File: src/rtl/rec_mul_pkg.sv
// -----------------------------------------------------------------------------
// rec_mul_pkg
// Shared definitions for the sequential recursive multiplier built around an
// external 2x2 multiplier cell (exact or approximate).
//   state_t  : controller states IDLE -> RUN -> DONE -> IDLE
//   CELL_W   : digit width handed to the 2x2 cell
//   CELL_P_W : width of the product returned by the 2x2 cell
//   digits() : number of 2-bit digits in an operand of a given width
// -----------------------------------------------------------------------------
package rec_mul_pkg;

  localparam int CELL_W   = 2;
  localparam int CELL_P_W = 4;

  typedef enum logic [1:0] {
    IDLE = 2'd0,
    RUN  = 2'd1,
    DONE = 2'd2
  } state_t;

  function automatic int digits(input int width);
    return width / CELL_W;
  endfunction

endpackage

File: src/rtl/rec_mul_digit_ctr.sv
// -----------------------------------------------------------------------------
// rec_mul_digit_ctr
// Nested (i, j) digit-pair counter. j is the inner index, i the outer one.
// Visits every pair (i, j) in 0..D-1 x 0..D-1 exactly once per operation and
// wraps back to (0, 0) after the last pair.
// Ports:
//   clk      in   clock, rising edge
//   rst_n    in   asynchronous active-low reset
//   i_clr    in   force (i, j) back to (0, 0)
//   i_en     in   advance to the next pair
//   o_i      out  outer digit index (multiplicand digit)
//   o_j      out  inner digit index (multiplier digit)
//   o_last   out  current pair is (D-1, D-1)
//   o_shift  out  weight of the current pair product, 2*(i+j)
// -----------------------------------------------------------------------------
module rec_mul_digit_ctr #(
  parameter int D    = 4,
  parameter int IW   = 2,
  parameter int SH_W = 4
) (
  input  logic            clk,
  input  logic            rst_n,
  input  logic            i_clr,
  input  logic            i_en,
  output logic [IW-1:0]   o_i,
  output logic [IW-1:0]   o_j,
  output logic            o_last,
  output logic [SH_W-1:0] o_shift
);

  localparam logic [IW-1:0] LAST = IW'(D - 1);

  logic [IW-1:0] r_i;
  logic [IW-1:0] r_j;

  always_ff @(posedge clk or negedge rst_n) begin
    if (!rst_n) begin
      r_i <= '0;
      r_j <= '0;
    end else if (i_clr) begin
      r_i <= '0;
      r_j <= '0;
    end else if (i_en) begin
      if (r_j == LAST) begin
        r_j <= '0;
        // Wrapping i as well leaves the counter at (0, 0) once the sweep ends.
        r_i <= (r_i == LAST) ? '0 : r_i + IW'(1);
      end else begin
        r_j <= r_j + IW'(1);
      end
    end
  end

  assign o_i     = r_i;
  assign o_j     = r_j;
  assign o_last  = (r_i == LAST) && (r_j == LAST);
  assign o_shift = SH_W'(2 * (int'(r_i) + int'(r_j)));

endmodule

File: src/rtl/rec_mul_seq2.sv
// -----------------------------------------------------------------------------
// rec_mul_seq2
// Sequential recursive multiplier front/back end for an external 2x2 cell.
// Splits the captured operands into 2-bit digits, presents one digit pair per
// RUN cycle on cell_a/cell_b, and accumulates the returned product shifted by
// 2*(i+j) into a 2*WIDTH-bit unsigned result (wrapping on overflow).
// Every pair is visited, including zero digits, since approximate cells may
// return nonzero products for them.
// Ports:
//   clk          in   clock, rising edge
//   rst_n        in   asynchronous active-low reset
//   in_valid     in   operand pair valid
//   in_ready     out  block can accept operands (IDLE only)
//   in_a, in_b   in   WIDTH-bit multiplicand / multiplier
//   cell_a       out  multiplicand digit a[2i+1:2i] to the 2x2 cell
//   cell_b       out  multiplier digit b[2j+1:2j] to the 2x2 cell
//   cell_p       in   4-bit product from the 2x2 cell, same cycle
//   out_valid    out  result valid (DONE)
//   out_ready    in   consumer accepts result
//   out_product  out  2*WIDTH-bit accumulated product, holds the last result
//   busy         out  high in RUN or DONE
// -----------------------------------------------------------------------------
module rec_mul_seq2
  import rec_mul_pkg::*;
#(
  parameter int WIDTH = 8
) (
  input  logic                  clk,
  input  logic                  rst_n,
  input  logic                  in_valid,
  output logic                  in_ready,
  input  logic [WIDTH-1:0]      in_a,
  input  logic [WIDTH-1:0]      in_b,
  output logic [CELL_W-1:0]     cell_a,
  output logic [CELL_W-1:0]     cell_b,
  input  logic [CELL_P_W-1:0]   cell_p,
  output logic                  out_valid,
  input  logic                  out_ready,
  output logic [2*WIDTH-1:0]    out_product,
  output logic                  busy
);

  localparam int D    = digits(WIDTH);
  localparam int IW   = (D > 1) ? $clog2(D) : 1;
  localparam int PW   = 2 * WIDTH;
  localparam int SH_W = $clog2(PW);

  state_t r_state;
  state_t w_state_next;

  logic [WIDTH-1:0] r_a;
  logic [WIDTH-1:0] r_b;
  logic [PW-1:0]    r_acc;
  logic [PW-1:0]    r_result;
  logic [PW-1:0]    w_partial;
  logic [PW-1:0]    w_acc_next;

  logic             w_accept;
  logic             w_ctr_en;
  logic             w_last;
  logic [IW-1:0]    w_i;
  logic [IW-1:0]    w_j;
  logic [SH_W-1:0]  w_shift;

  logic [CELL_W-1:0] w_a_dig [D];
  logic [CELL_W-1:0] w_b_dig [D];

  // Digit views of the captured operands; the counter selects one of each.
  genvar gi;
  generate
    for (gi = 0; gi < D; gi++) begin : g_digit
      assign w_a_dig[gi] = r_a[CELL_W*gi +: CELL_W];
      assign w_b_dig[gi] = r_b[CELL_W*gi +: CELL_W];
    end
  endgenerate

  assign cell_a = w_a_dig[w_i];
  assign cell_b = w_b_dig[w_j];

  rec_mul_digit_ctr #(
    .D    (D),
    .IW   (IW),
    .SH_W (SH_W)
  ) u_ctr (
    .clk     (clk),
    .rst_n   (rst_n),
    .i_clr   (w_accept),
    .i_en    (w_ctr_en),
    .o_i     (w_i),
    .o_j     (w_j),
    .o_last  (w_last),
    .o_shift (w_shift)
  );

  assign w_partial  = PW'(cell_p) << w_shift;
  assign w_acc_next = r_acc + w_partial;

  always_ff @(posedge clk or negedge rst_n) begin
    if (!rst_n) begin
      r_state <= IDLE;
    end else begin
      r_state <= w_state_next;
    end
  end

  always_comb begin
    w_state_next = r_state;
    w_accept     = 1'b0;
    w_ctr_en     = 1'b0;
    in_ready     = 1'b0;
    out_valid    = 1'b0;
    busy         = 1'b1;
    case (r_state)
      IDLE: begin
        in_ready = 1'b1;
        busy     = 1'b0;
        if (in_valid) begin
          w_accept     = 1'b1;
          w_state_next = RUN;
        end
      end
      RUN: begin
        w_ctr_en = 1'b1;
        if (w_last) begin
          w_state_next = DONE;
        end
      end
      DONE: begin
        out_valid = 1'b1;
        if (out_ready) begin
          w_state_next = IDLE;
        end
      end
      default: begin
        w_state_next = IDLE;
      end
    endcase
  end

  // The accumulator is cleared on accept and changes throughout RUN, so the
  // presented result lives in its own register loaded on the final pair.
  always_ff @(posedge clk or negedge rst_n) begin
    if (!rst_n) begin
      r_a      <= '0;
      r_b      <= '0;
      r_acc    <= '0;
      r_result <= '0;
    end else if (w_accept) begin
      r_a   <= in_a;
      r_b   <= in_b;
      r_acc <= '0;
    end else if (w_ctr_en) begin
      r_acc <= w_acc_next;
      if (w_last) begin
        r_result <= w_acc_next;
      end
    end
  end

  assign out_product = r_result;

endmodule

File: config.mk
export PLATFORM = sky130hd
export DESIGN_NAME = rec_mul_seq2
export DESIGN_NICKNAME = d
export VERILOG_FILES = /design/src/rtl/rec_mul_pkg.sv /design/src/rtl/rec_mul_digit_ctr.sv /design/src/rtl/rec_mul_seq2.sv
export SDC_FILE = /design/constraint.sdc
export NUM_CORES = 1
export LEC_CHECK = 0
export CAP_MARGIN = 20
export CORE_MARGIN = 2
export CORE_UTILIZATION = 40
export DETAILED_ROUTE_END_ITERATION = 12
export GPL_TIMING_DRIVEN = 0
export PLACE_DENSITY_LB_ADDON = 0.2
export SYNTH_ARGS = -nofsm -noshare
export SYNTH_HDL_FRONTEND = slang
export SYNTH_SLANG_ARGS = --single-unit
File: constraint.sdc
create_clock -name clk -period 7.7 [get_ports clk]
set_input_delay 1.925 -clock clk [delete_from_list [all_inputs] [get_ports clk]]
set_output_delay 1.925 -clock clk [all_outputs]
set_load 0.005 [all_outputs]
==> flow_metrics.tcl <==
set metrics [dict create \
    setup_viol 0 \
    antenna_found_initial 0 \
    hold_violations 0 \
    areaGrowthSynthToFinish_pct 22.0 \
    ys_ff_latch 54 \
    synth_area_leaders "dfrtp_1 (42%), ha_1 (7.0%), mux2_2 (5.6%)" \
    drtIter0Drc 284 \
    cap_violations 0 \
    min_from "out_product[4]" \
    drv_slew 0 \
    layout_commonest_cell "dfrtp_1" \
    power_leakage_nw 1.70 \
    grt_max_degree 39 \
    core.rowCount 32 \
    synth_edf_count 0 \
    numClockSinks 54 \
    nets 444 \
    ys_warn_count 0 \
    finalCriticalPeriod_ns 4.37 \
    die_height_um 94.0 \
    p_seq_share_pct 27.2 \
    dpl.cell_count 495 \
    nFillCells 745 \
    critPathMaxFanout 5 \
    worstPathArrival_ns 4.57 \
    finalPower_mw 1.91 \
    finalCritPeriodShare_pct 56.8 \
    port_buffers 46 \
    start_util_pct 41.7 \
    grt_pass1_vias 2809 \
    status "finished, final reports clean" \
    ys_seq_area_share_pct 41.7 \
    power_per_cell_area_nw_per_um2 483 \
    r2r_slack_ns 3.98 \
    viasPerCell 5.62 \
    vias 2826 \
    end_kind "register" \
    fin_util_pct 50.9 \
    die_area_sq_um 8830 \
    hp-class "register to register" \
    ir_drop_uv 211 \
    cts_resized 0 \
    p_int_mw 1.05 \
    drive_gt1_share_pct 9.48 \
    synth_top_area_share_pct 41.7 \
    grt_pass1_wl_um 13700 \
    dr.pass1.iters 6 \
    synthCells 346 \
    postCtsSetupRepairBufs 0 \
    grt_overflow_total 0 \
    cp-start-kind "input pin" \
    holdBufCountCts 0 \
    syn-cell-area_sq_um 3240 \
    avgSynthCellArea_sq_um 9.36 \
    clk_pin_slew_worst_paths_ns 0.10 \
    drt_wl_total_um 8130 \
    numCtsBuffers 5 \
    cts-root-buf "clkbuf_8" \
    track_usage_pct 19.8 \
    wl_per_cell_um 16.2 \
    reg2reg_depth 13 \
    htreeDepth 2 \
    antenna_left 0 \
    max-slew-margin-rel_pct 52.4 \
    fmax_mhz 229 \
    syn_nets 390 \
    swShare_pct 44.9 \
    combPwrFrac_pct 62.5 \
    async_reset_ff_share_pct 100 \
    p_clk_share_pct 10.3 \
    antennaDiodeCount 0 \
    io_pins 47 \
    dpl.hpwl_um 6060 \
    critPathCapture "out_product[11]" \
    drc 0 \
    clk_path_buf_depth 2 \
    core_area_sq_um 7770 \
    fin_setup_tns_ns 0 \
    gp_congestion 0.892 \
    final_cells 503 \
    die_w_um 94.0 \
    clock_latency_ns 0.31 \
    finClkSkew_ns 0.00760 \
    ys_types 42 \
    rsz0062_at_grt "false" \
    min_path_cells 2 \
    final_cell_mix "dfrtp_1 (54), clkdlybuf4s50_1 (45), nand2_1 (44), nand3_1 (32), nor2_1 (28)" \
    critPathRequiredTime_ns 7.90 \
    tightest_slew_ns 0.714 \
    r2r_start "u_ctr.o_i[0]" \
    cp-startpoint "cell_p[0]" \
    synth_top_cell_by_area "dfrtp_1" \
    r2r_end "out_product[11]" \
    path_class "input pin to register" \
    switchingPower_mw 0.858 \
    cts_tree "done" \
    synth_top_flop_cell "dfrtp_1" \
]
[layout make-up]
cell class	instances	area, sq um	share of cell area, %
tap	102	128	3.23
buffer	21	85.1	2.15
inverter	6	22.5	0.570
sequential	54	1350	34.2
timing repair buffer	47	475	12.0
clock inverter	2	37.5	0.950
clock buffer	6	72.6	1.84
multi-input combinational	265	1780	45.0
[critical path, cell delays in order]
cell and delay (ns):
clkdlybuf4s50_1 0.42, nand2b_1 0.13, nor2_1 0.05, a31oi_1 0.23
nor2b_1 0.10, ha_1 0.35, a21oi_1 0.37, o21ai_0 0.24
o21ai_0 0.49, a211o_1 0.20, nand3_1 0.07
[metal layers]
metal	up-vias	GRT usage (%)	routed length [um]
met3	15	3.77	342
li1	1361	-	-
met5	-	0	0
met2	74	31.1	3640
met4	0	6.52	204
met1	1376	27.5	3940
[logic make-up after synthesis]
group	after synthesis	synth area share (%)
xor gates and xnor gates	9	2.44
AOI/OAI and AO/OA	74	14.9
muxes	24	9.59
adders and majority gates	20	8.19
DFF	54	41.7
buffers and inverters	27	3.32
and+or+nand+nor	138	19.8
[through the flow]
stage / setup slack [ns] / hold WS (ns) / area [sq um]
final: 3.33 / 0.489 / 3950
after global routing: 3.03 / 0.532 / 3950
after CTS: 3.40 / 0.498 / 3950
after detailed placement: 3.10 / 0.467 / 3840
after global placement: 2.92 / 0.463 / 3820
after floorplan: 3.84 / 0.470 / 3240
[registers in the layout, summed over array words and instances (netlist names)]
register	count
r_acc	16
r_a	8
out_product	16
r_b	8
u_ctr.o_j	2
u_ctr.o_i	2
r_state	2
[cell usage after synthesis, types with 2 or more instances]
cell	number
a211o_1	8
a211oi_1	2
a21boi_0	2
a21o_1	5
a21oi_1	13
a22oi_1	2
a31oi_1	2
a32o_1	2
and3_1	2
buf_2	5
clkbuf_1	15
dfrtp_1	54
fa_1	2
ha_1	18
inv_1	6
mux2_2	16
mux2i_1	4
mux4_2	4
nand2_1	44
nand2b_1	5
nand3_1	32
nand4_1	14
nor2_1	28
nor2b_1	4
nor3_1	4
o21a_1	2
o21ai_0	26
o21bai_1	2
o22ai_1	2
or3_1	2
xnor2_1	5
xor2_1	4
[power by group through the flow]
stage               sequential (mW)  combinational, mW  clock (mW)
detailed placement            0.526               1.18           0
CTS                           0.522               1.19       0.199
finish                        0.520               1.19       0.196
floorplan                     0.508              0.822           0
global route                  0.543               1.34       0.213
global placement              0.524               1.16           0
[how the worst min path moves through the flow]
| stage | endpoint |
|---|---|
| CTS | out_product[3] |
| global placement | out_product[0] |
| floorplan | out_product[0] |
| global route | out_product[3] |
| finish | out_product[4] |
| detailed placement | out_product[0] |
Note: power is estimated with default switching activity, not from simulation.
